===== config.mk =====
export PLATFORM = sky130hd
export DESIGN_NAME = bcd_count_ctrl
export DESIGN_NICKNAME = d
export VERILOG_FILES = /design/src/rtl/bcd_ctrl_pkg.sv /design/src/rtl/bcd_digit.sv /design/src/rtl/bcd_count_ctrl.sv
export SDC_FILE = /design/constraint.sdc
export NUM_CORES = 1
export LEC_CHECK = 0
export CORE_ASPECT_RATIO = 0.75
export CORE_MARGIN = 2
export CORE_UTILIZATION = 30
export DETAILED_ROUTE_END_ITERATION = 7
export GPL_ROUTABILITY_DRIVEN = 0
export GPL_TIMING_DRIVEN = 0
export HOLD_SLACK_MARGIN = 0.15
export PLACE_DENSITY = 0.5
export SLEW_MARGIN = 20
export SYNTH_ARGS = -nofsm -noshare
export SYNTH_HDL_FRONTEND = slang
export SYNTH_HIERARCHICAL = 1
export SYNTH_SLANG_ARGS = --single-unit

===== constraint.sdc =====
create_clock -name clk -period 3.1 [get_ports clk]
set_input_delay 0.62 -clock clk [delete_from_list [all_inputs] [get_ports clk]]
set_output_delay 0.62 -clock clk [all_outputs]
set_load 0.01 [all_outputs]

===== src/rtl/bcd_ctrl_pkg.sv =====
// Shared definitions for the BCD stop-watch count controller.
package bcd_ctrl_pkg;

    typedef enum logic [1:0] {
        ST_IDLE  = 2'b00,
        ST_RUN   = 2'b01,
        ST_PAUSE = 2'b10,
        ST_DONE  = 2'b11
    } state_e;

    localparam logic [3:0] BCD_MAX = 4'd9;

endpackage


===== src/rtl/bcd_digit.sv =====
// Single decade (BCD) counter stage with synchronous clear and terminal-count output.
module bcd_digit
    import bcd_ctrl_pkg::*;
(
    input  logic       clk,
    input  logic       rst,
    input  logic       clr,
    input  logic       en,
    output logic [3:0] q,
    output logic       tc
);

    logic [3:0] q_q;
    logic [3:0] q_d;

    // Out-of-range codes behave as 9: they carry and reload 0.
    always_comb begin
        q_d = q_q;
        if (clr) begin
            q_d = 4'd0;
        end else if (en) begin
            q_d = (q_q >= BCD_MAX) ? 4'd0 : q_q + 4'd1;
        end
    end

    always_ff @(posedge clk or negedge rst) begin
        if (!rst) begin
            q_q <= 4'd0;
        end else begin
            q_q <= q_d;
        end
    end

    assign q  = q_q;
    assign tc = en & (q_q >= BCD_MAX);

endmodule


===== src/rtl/bcd_count_ctrl.sv =====
// Run/pause/clear controller for a cascade of BCD digit stages, with lap freeze and overflow.
module bcd_count_ctrl
    import bcd_ctrl_pkg::*;
#(
    parameter int unsigned DIGITS   = 4,
    parameter bit          SATURATE = 1'b0
) (
    input  logic                  clk,
    input  logic                  rst,
    input  logic                  tick,
    input  logic                  start,
    input  logic                  stop,
    input  logic                  clear,
    input  logic                  lap,
    output logic [4*DIGITS-1:0]   count_o,
    output logic [4*DIGITS-1:0]   disp_o,
    output logic                  running_o,
    output logic                  lap_o,
    output logic                  ovf_o,
    output logic [1:0]            state_o
);

    localparam int unsigned CW = 4 * DIGITS;

    state_e          state_q, state_d;
    logic            lap_q, lap_d;
    logic [CW-1:0]   lap_reg_q, lap_reg_d;
    logic            ovf_q, ovf_d;

    logic            in_run_c;
    logic            all_nines_c;
    logic            sat_hit_c;
    logic [DIGITS:0] carry;

    assign in_run_c = (state_q == ST_RUN);

    always_comb begin
        all_nines_c = 1'b1;
        for (int i = 0; i < int'(DIGITS); i++) begin
            if (count_o[4*i +: 4] < BCD_MAX) all_nines_c = 1'b0;
        end
    end

    assign sat_hit_c = tick & in_run_c & all_nines_c;
    // In saturating mode the cascade is frozen at all-9s instead of wrapping.
    assign carry[0]  = tick & in_run_c & ~(SATURATE & all_nines_c);

    for (genvar g = 0; g < DIGITS; g++) begin : g_digit
        bcd_digit u_digit (
            .clk (clk),
            .rst (rst),
            .clr (clear),
            .en  (carry[g]),
            .q   (count_o[4*g +: 4]),
            .tc  (carry[g+1])
        );
    end

    always_ff @(posedge clk or negedge rst) begin
        if (!rst) begin
            state_q   <= ST_IDLE;
            lap_q     <= 1'b0;
            lap_reg_q <= '0;
            ovf_q     <= 1'b0;
        end else begin
            state_q   <= state_d;
            lap_q     <= lap_d;
            lap_reg_q <= lap_reg_d;
            ovf_q     <= ovf_d;
        end
    end

    // Next state: clear > stop > start.
    always_comb begin
        state_d = state_q;
        if (clear) begin
            state_d = ST_IDLE;
        end else begin
            unique case (state_q)
                ST_IDLE:  if (start) state_d = ST_RUN;
                ST_RUN: begin
                    if (stop)                       state_d = ST_PAUSE;
                    else if (SATURATE && sat_hit_c) state_d = ST_DONE;
                end
                ST_PAUSE: if (start) state_d = ST_RUN;
                ST_DONE:  state_d = ST_DONE;
                default:  state_d = ST_IDLE;
            endcase
        end
    end

    // Lap freeze captures the pre-tick count; overflow pulses or sticks by mode.
    always_comb begin
        lap_d     = lap_q;
        lap_reg_d = lap_reg_q;
        ovf_d     = ovf_q;
        if (clear) begin
            lap_d     = 1'b0;
            lap_reg_d = '0;
            ovf_d     = 1'b0;
        end else begin
            if (lap) begin
                if (lap_q) begin
                    lap_d = 1'b0;
                end else if (state_q != ST_IDLE) begin
                    lap_d     = 1'b1;
                    lap_reg_d = count_o;
                end
            end
            if (SATURATE) ovf_d = ovf_q | sat_hit_c;
            else          ovf_d = carry[DIGITS];
        end
    end

    always_comb begin
        running_o = in_run_c;
        lap_o     = lap_q;
        ovf_o     = ovf_q;
        state_o   = state_q;
        disp_o    = lap_q ? lap_reg_q : count_o;
    end

endmodule


==> After elaboration in Yosys (flattened, before gate mapping) <==
Cells that the tools add are included.
{ "word_totals": {"register_bits": 36, "out_inout_bits": 37, "elab_cells": 64} }
{ "op_classes": {"addsub": 4, "n_lt_le_gt_ge": 4, "eq_ne": 6, "n_mux": 26, "bitwise": 5, "n_reduce_logical": 11} }
{ "op_table": {"columns": ["operator", "n"], "rows": [
  ["16-bit 2-to-1 mux", 5],
  ["4-bit 2-to-1 mux", 12],
  ["4-bit by 1-bit adder with 4-bit output, second input constant", 4],
  ["4-bit >= comparator, second input constant", 4],
  ["2-bit nonzero test", 7],
  ["2-bit 2-to-1 mux", 3],
  ["2-bit one-hot mux with 3 select lines", 1],
  ["1-bit AND", 5],
  ["1-bit 2-to-1 mux", 5],
  ["2-bit equality test, second input constant", 2],
  ["3-bit by 1-bit inequality test with 1-bit output, second input constant", 1],
  ["3-bit inequality test, second input constant", 1],
  ["3-bit AND reduction", 1],
  ["2-bit by 1-bit equality test with 1-bit output, second input constant", 1],
  ["2-bit zero test", 1],
  ["2-bit inequality test, second input constant", 1],
  ["2-bit AND reduction", 1],
  ["2-bit OR reduction", 1]
]} }

==> Longest topological paths before layout <==
Gate-level depths: netlist (run 1).
{ "depth": {"depth_word": 7, "mapped_depth": 13} }

==> Cells and area by module <==
Netlist (run 1), hierarchy kept.
{ "modules_own_cells": {"columns": ["module", "instances", "cells_each", "area_per_inst_um2", "seq_area_each_um2"], "rows": [
  ["bcd_count_ctrl", 1, 104, 1182.4, 500.5],
  ["bcd_digit (g_digit[0].u_digit ...)", 3, 30, 296.5, 100.1],
  ["bcd_digit (g_digit[1].u_digit)", 1, 29, 277.8, 100.1]
]} }

==> Worst setup path before layout (run 1) <==
OpenSTA, ideal clock, no wires.
{ "synth_timing": {"path_kind": "reg2reg", "from": "reg g_digit[0].u_digit.q_q[1]", "to": "reg g_digit[3].u_digit.q_q[2]", "setup_ns": 0.133, "arrival_ns": 2.086, "t_required_ns": 2.967, "slack_ns": 0.881, "stages_incl_launch_ff": 14, "n_path_buf": 3, "synth_period_minus_slack_ns": 2.219, "path_cell_list": "dfrtp_1 -> inv_1 -> ha_1 -> nor2_2 -> a21oi_2 -> and2_1 -> buf_2 -> and2_1 -> buf_6 -> and2_1 -> buf_6 -> and2b_1 -> a21oi_1 -> a211oi_2"} }
{ "synth_between": {"elab_chain_cells": 5} }
{ "synth_lines": {"columns": ["item", "line", "rtl"], "rows": [
  ["from (decl)", "bcd_digit.sv:13", "logic [3:0] q_q;"],
  ["from (signal assigned)", "bcd_digit.sv:30", "q_q <= q_d;"],
  ["4-bit >= comparator", "bcd_digit.sv:35", "assign tc = en & (q_q >= BCD_MAX);"],
  ["1-bit AND", "bcd_digit.sv:35", null],
  ["net carry[1]", "bcd_count_ctrl.sv:33", "logic [DIGITS:0] carry;"],
  ["1-bit AND", "bcd_digit.sv:35", null],
  ["net carry[2]", "bcd_count_ctrl.sv:33", null],
  ["1-bit AND", "bcd_digit.sv:35", null],
  ["net carry[3]", "bcd_count_ctrl.sv:33", null],
  ["2-bit nonzero test (no line)", null, null],
  ["to (signal assigned)", "bcd_digit.sv:30", null],
  ["to (decl)", "bcd_digit.sv:13", null]
]} }
The timed path passes the listed nets, and every way through them passes these cells.
A chain may end at the register's enable or synchronous reset.

==> Worst setup path in the final report (run 1) <==
{ "layout_timing": {"from": "reg lap_q (netlist: lap_o)", "to": "out disp_o[11]"} }
{ "layout_between": {"elab_chain_cells": 1} }
{ "layout_lines": {"columns": ["item", "line", "rtl"], "rows": [
  ["from (decl)", "bcd_count_ctrl.sv:26", "logic lap_q, lap_d;"],
  ["from (signal assigned)", "bcd_count_ctrl.sv:67", "lap_q <= lap_d;"],
  ["16-bit 2-to-1 mux", "bcd_count_ctrl.sv:120", "disp_o = lap_q ? lap_reg_q : count_o;"],
  ["to (decl)", "bcd_count_ctrl.sv:16", "output logic [4*DIGITS-1:0] disp_o,"]
]} }
No other way between the ends.

==> results.md, run 1 <==
* Initial antenna violation count at 0
* Yosys warns at 6
* DRT met1 WL at around 2800 um
* I/O Pins at 44
* Vias/cell at approximately 4.7
* Max-Cap Viols at 0
* Sequential fraction of the synthesis area at between 30% and 40%
* Worst Setup Path Type: reg -> out
* Post-CTS Resized at 0
* Mean Syn Cell Area at around 11 um^2
* Root Buffer: clkbuf_8
* Vias at around 1800
* Fin. max-slew vios at 0
* CTS H-tree depth at 2
* Die Wd at about 110 um
* CTS Hold Bufs at 0
* Max Fclk at 390 MHz
* Worst EP required at 2.48 ns
* Synth top area share at between 30% and 40%
* Worst path buffer plus inverter count at 3
* Layout cells sized above 1 at 18.2%
* Reg2Reg Setup Slack at 0.57 ns
* Worst Slack Setup Final at 0.534 ns
* Post-Route WL at 5400 um
* Syn_nets at roughly 240
* Met2 WL at approximately 2400 um
* R2r worst-path depth at 12
* Largest net degree at the start of global routing at 40
* RR Startpoint: g_digit[0].u_digit/q[0]$_DFFE_PN0P_
* Crit path max-delay family: buffers and inverters
* Die height at 80.6 um
* Cells after Synth at 223
* Fin util at 40.4%
* CP max-delay cell: clkdlybuf4s50_1
* Nets at 293
* First-pass GRT wire length at roughly 9100 um
* Die area at 8560 um^2
* PortBufs at 43
* Fin crit share at 82.8%
* Worst slew pin tran at 0.732 ns
* Setup TNS at 0 ns
* Gr ovfl total at 0
* FILL cells at 730
* Synthesized area at 2350 um^2
* Worst IR drop on VDD at approximately 0.12 mV
* CP Cell Sequence: buf_6 -> buf_2 -> mux2_2 -> clkdlybuf4s50_1
* Gr usage total at 13.5%
* Pwr dens at 350 nW/um^2
* CTS Buffer Depth at 2
* Top FF cell, synth: dfrtp_1
* Status: finished, final reports clean
* EDFF count, synth at 0
* Ant. Diodes at 0
* Area grow syn2layout at 28.2%
* DPL Wire Length at about 3700 um
* Worst EP arrival at 1.95 ns
* DRC viols at 0
* Type of destination of the critical path: primary output
* Post-route minimum period at 2.57 ns
* Met3 wire len at 222 um
* RSZ-0062 raised after global routing: no
* Final setup violation count at 0
* Setup Buffers After CTS at 0
* Vias in the first global route at between 1500 and 2000
* Asr flop ratio synth at 100%
* CP Launch Type: register
* Max layer used: met4
* Wirelength per Cell at 14.4 um
* CTS Sinks at 36
* Latest clock arrival within the worst-skew pair at 0.29 ns
* Skew final at 0.00526 ns
* HP Class: in -> async
* Drt pass-1 iters at 4
* Final ANT Viol Nets at 0
* Cell taking the most area after synthesis: dfrtp_1
* Clock-pin slew on the worst setup and hold paths at 0.08 ns
* FF-to-FF End: g_digit[3].u_digit/q[3]$_DFFE_PN0P_
* Unique cell type count in the Yosys netlist at 37
* Core box area at 7470 um^2
* Largest stage delay on the critical path at 0.48 ns
* Starting Density at between 30% and 40%
* Cells taking the most area after synthesis: dfrtp_1 38%, nand2b_1 11%, mux2_2 7.7%
* Place WS at 0.350 ns
* TritonCTS clock tree: done
* TritonCTS buffer count at 5
* Hold Fails Final Rpt at 0
* Lkg Pwr at ~1.2 nW
* # rows at 27
* Starting DRC count in detailed routing at 37
* Yosys reg bits at 36
* CP max FO at 10
* Max_slew headroom at 51.2%
* Total Power Consumption at 1.06 mW
cell usage in the layout, fill, tap and decap left out, types with 5 or more instances in the layout:
master / n
ha_1: 12
nand2_1: 5
mux2_2: 16
buf_6: 5
nor2_1: 9
and2_1: 5
mux2i_1: 16
o22ai_1: 5
a21oi_1: 5
nand2b_1: 40
clkdlybuf4s50_1: 41
dfrtp_1: 36
inv_1: 12
clkbuf_8: 7
cell families after synthesis:
group                      count (synthesis)  synth area share (%)
and+or+nand+nor                           85                  22.3
adders and majority gates                 12                  6.39
buffers and inverters                     23                  6.07
AOI/OAI and AO/OA                         35                  12.4
muxes                                     32                  14.5
DFF                                       36                  38.3
worst max path at each step:
stage,endpoint,startpoint,cells after the start
finish,disp_o[11],lap_o$_DFFE_PN0P_,4
global route,g_digit[3].u_digit/q[2]$_DFFE_PN0P_,g_digit[0].u_digit/q[0]$_DFFE_PN0P_,12
CTS,disp_o[11],lap_o$_DFFE_PN0P_,4
detailed placement,g_digit[3].u_digit/q[3]$_DFFE_PN0P_,tick,12
global placement,lap_reg_q[5]$_DFFE_PN0P_,clear,4
floorplan,g_digit[3].u_digit/q[2]$_DFFE_PN0P_,g_digit[0].u_digit/q[1]$_DFFE_PN0P_,13
cell type report:
class | count | area (um^2) | share of cell area (%)
multi-input combinational | 164 | 1310 | 43.4
tap | 101 | 126 | 4.19
inverter | 12 | 45.0 | 1.50
clock buffer | 7 | 96.3 | 3.20
buffer | 11 | 97.6 | 3.24
sequential | 36 | 901 | 29.9
timing repair buffer | 44 | 440 | 14.6
per-layer routing:
metal  vias to the layer above  GRT usage (%)
li1                        869              -
met1                       849           19.0
met2                        35           20.9
met3                         2           3.08
met4                         0           3.55
met5                         -              0
Yosys cell counts, drive strengths merged (2+ instances only):
library cell,n
a21oi,8
nor3b,4
dfrtp,36
buf,8
mux2,16
and2,5
a21boi,4
a211oi,4
inv,12
or2b,2
o41ai,3
nand2,5
nand2b,40
ha,12
and2b,4
nor2b,4
nor2,12
clkbuf,3
and3,3
o32ai,4
nand3b,4
a31oi,4
mux2i,16
o22ai,5
report_power, final:
part | switching [mW] | internal, mW
Sequential | 0.0193 | 0.482
Combinational | 0.0838 | 0.0981
Clock | 0.174 | 0.198
Total | 0.277 | 0.779
state kept, by name, summed over array words and instances (netlist names):
register / count
g_digit.u_digit/q: 16
lap_o: 1
lap_reg_q: 16
ovf_o: 1
state_o: 2
per-stage QoR:
stage | std cells | hold WS [ns] | area [um^2]
2_1_floorplan | 223 | 0.324 | 2350
4_1_cts | 375 | 0.254 | 3010
5_1_grt | 375 | 0.269 | 3010
3_5_place_dp | 368 | 0.531 | 2920
3_3_place_gp | 367 | 0.525 | 2910
6_report | 375 | 0.252 | 3010
(Power assumes the default switching activity.)
==> inputs of run 2 (changes only) <==
==> constraint.sdc (replaced) <==
create_clock -name clk -period 2.6 [get_ports clk]
set_input_delay 0.52 -clock clk [delete_from_list [all_inputs] [get_ports clk]]
set_output_delay 0.52 -clock clk [all_outputs]
set_load 0.01 [all_outputs]
==> run 2 against run 1 <==
First-iteration DRC count grew 14%. Hold slack worse by 0.098 ns. Combinational power grew 22%. Die area did not move. Clock power rose by 19%. Count of clock-buffer cells in the layout did not move. Clock skew hardly changed. Setup slack lost 0.40 ns. Routed wire length grew 1.4%. Critical path depth stayed put. Cell count is 0.53% higher.
==> results.md, run 2 (synthesis results as in run 1) <==
* Status: finished, final reports clean
* Area grow syn2layout at 29.3%
* Pwr dens at 416 nW/um^2 (+19%)
* Met2 WL at 2380 um (+0.42%)
* CTS Sinks at 36 (unchanged)
* RR Startpoint: g_digit[0].u_digit/q[1]$_DFFE_PN0P_
* Final ANT Viol Nets at 0 (unchanged)
* Worst IR drop on VDD at 0.139 mV (+19%)
* I/O Pins at 44 (unchanged)
* Starting Density at 31.5% (unchanged)
* First-pass GRT wire length at 9090 um (unchanged)
* FILL cells at 730 (unchanged)
* Ant. Diodes at 0 (unchanged)
* # rows at 27 (unchanged)
* Vias in the first global route at 1808 (unchanged)
* Initial antenna violation count at 0 (unchanged)
* Drt pass-1 iters at 4 (unchanged)
* FF-to-FF End: g_digit[3].u_digit/q[2]$_DFFE_PN0P_
* Place WS at -0.0502 ns (-0.400 ns)
* Worst slew pin tran at 0.733 ns (+0.000949 ns)
* PortBufs at 43 (unchanged)
* Final setup violation count at 0 (unchanged)
* DPL Wire Length at 3680 um (unchanged)
* Max_slew headroom at 51.1% (-0.063 points)
* Placed Area at 2920 um^2 (unchanged)
* Core box area at 7470 um^2 (unchanged)
* Hold Fails Final Rpt at 0 (unchanged)
* Max-Cap Viols at 0 (unchanged)
* Reg2Reg Setup Slack at 0.21 ns (-0.36 ns)
* Layout cells sized above 1 at 19.6% (+1.3 points)
* CP max FO at 10 (unchanged)
* CTS H-tree depth at 2 (unchanged)
* Worst EP required at 2.08 ns (-0.40 ns)
* Die area at 8560 um^2 (unchanged)
* Worst Setup Path Type: reg -> out
* Fin crit share at 94.7%
* Fin cells at 377 (+0.53%)
* HP Class: in -> async
* Root Buffer: clkbuf_8
* Largest net degree at the start of global routing at 40 (unchanged)
* Skew final at 0.00477 ns (-0.000481 ns)
* Lkg Pwr at 1.24 nW (+0.66%)
* Gr ovfl total at 0 (unchanged)
* Latest clock arrival within the worst-skew pair at 0.29 ns (about the same)
* Post-route minimum period at 2.46 ns
* Worst EP arrival at 1.94 ns (about the same)
* Wirelength per Cell at 14.5 um (+0.82%)
* Vias at 1773 (+1.0%)
* Fin. max-slew vios at 0 (unchanged)
* Worst Slack Setup Final at 0.137 ns (-0.397 ns)
* Vias/cell at 4.70 (+0.49%)
* Clock-pin slew on the worst setup and hold paths at 0.08 ns (about the same)
* Nets at 295 (+0.68%)
* CP Launch Type: register
* DRC viols at 0 (unchanged)
* Type of destination of the critical path: primary output
* Final instance area at 3040 um^2 (+0.83%)
* Most common cell after layout, fill and taps aside: clkdlybuf4s50_1
* Gr usage total at 13.5% (unchanged)
* Met3 wire len at 225 um (+1.4%)
* CTS Buffer Depth at 2 (unchanged)
* Setup TNS at 0 ns (unchanged)
* RSZ-0062 raised after global routing: no
* DRT met1 WL at 2850 um (+2.1%)
* Max Fclk at 406 MHz
* Post-Route WL at 5470 um (+1.4%)
* R2r worst-path depth at 13 (+1)
* Die height at 80.6 um (unchanged)
* Max layer used: met4
* Most frequent cells in the layout: 41 x clkdlybuf4s50_1, 40 x nand2b_1, 34 x dfrtp_1
* Starting DRC count in detailed routing at 42 (+14%)
* TritonCTS buffer count at 5 (unchanged)
* TritonCTS clock tree: done
* CTS Hold Bufs at 0 (unchanged)
* Die Wd at 106 um (unchanged)
* Placed cell count at 368 (unchanged)
run 2: changes by cell type in the layout (fill, tap and decap cells not counted):
| cell | delta |
|---|---|
| dfrtp_1 | -2 |
| dfrtp_2 | +2 |
| a21oi_4 | +1 |
| buf_4 | +2 |
| a21oi_2 | -1 |
run 2: worst max path at each step:
| stage | from | to | slack, ns | depth (start not counted) |
|---|---|---|---|---|
| floorplan | g_digit[0].u_digit/q[1]$_DFFE_PN0P_ | g_digit[3].u_digit/q[2]$_DFFE_PN0P_ | 0.38 | 13 |
| global placement | clear | lap_reg_q[5]$_DFFE_PN0P_ | -0.21 | 4 |
| detailed placement | tick | g_digit[3].u_digit/q[3]$_DFFE_PN0P_ | -0.05 | 12 |
| CTS | g_digit[0].u_digit/q[0]$_DFFE_PN0P_ | g_digit[3].u_digit/q[3]$_DFFE_PN0P_ | 0.02 | 12 |
| global route | g_digit[0].u_digit/q[1]$_DFFE_PN0P_ | g_digit[3].u_digit/q[2]$_DFFE_PN0P_ | 0.03 | 13 |
| finish | lap_o$_DFFE_PN0P_ | disp_o[11] | 0.14 | 4 |
run 2: metrics by stage:
step           total power [mW]  utilization, %  hold slack (ns)
2_1_floorplan             0.723               -            0.224
3_3_place_gp              0.828            38.9            0.525
3_5_place_dp              0.830            39.1            0.471
4_1_cts                    1.28            40.4            0.154
5_1_grt                    1.32            40.7            0.169
6_report                   1.26            40.7            0.154
run 2: where the power goes:
part,switching [mW],internal [mW]
clock,0.205,0.236
combinational,0.103,0.119
sequential,0.0234,0.576
total,0.331,0.931
run 2: per-layer routing:
| metal | track usage, % | up-vias |
|---|---|---|
| li1 | - | 872 |
| met2 | 20.9 | 37 |
| met1 | 19.0 | 862 |
| met4 | 3.55 | 0 |
| met5 | 0 | - |
| met3 | 3.08 | 2 |
run 2: what timing repair did:
action,4_1_cts,5_1_grt
setup endpoints to repair,0,3
resized for setup,0,3
endpoints found under the hold margin,0,0
buffers inserted,0,2
run 2: cell type report:
cell class	count	area [um^2]	share of cell area, %
multi-input combinational	164	1310	43.2
sequential	36	903	29.7
timing repair buffer	46	455	15.0
tap	101	126	4.16
buffer	11	97.6	3.21
clock buffer	7	96.3	3.17
inverter	12	45.0	1.48
run 2: critical path: stages, from the launching register on:
cell             delay, ns
dfrtp_1               0.36
buf_6                 0.15
buf_2                 0.28
mux2_2                0.38
clkdlybuf4s50_1       0.48
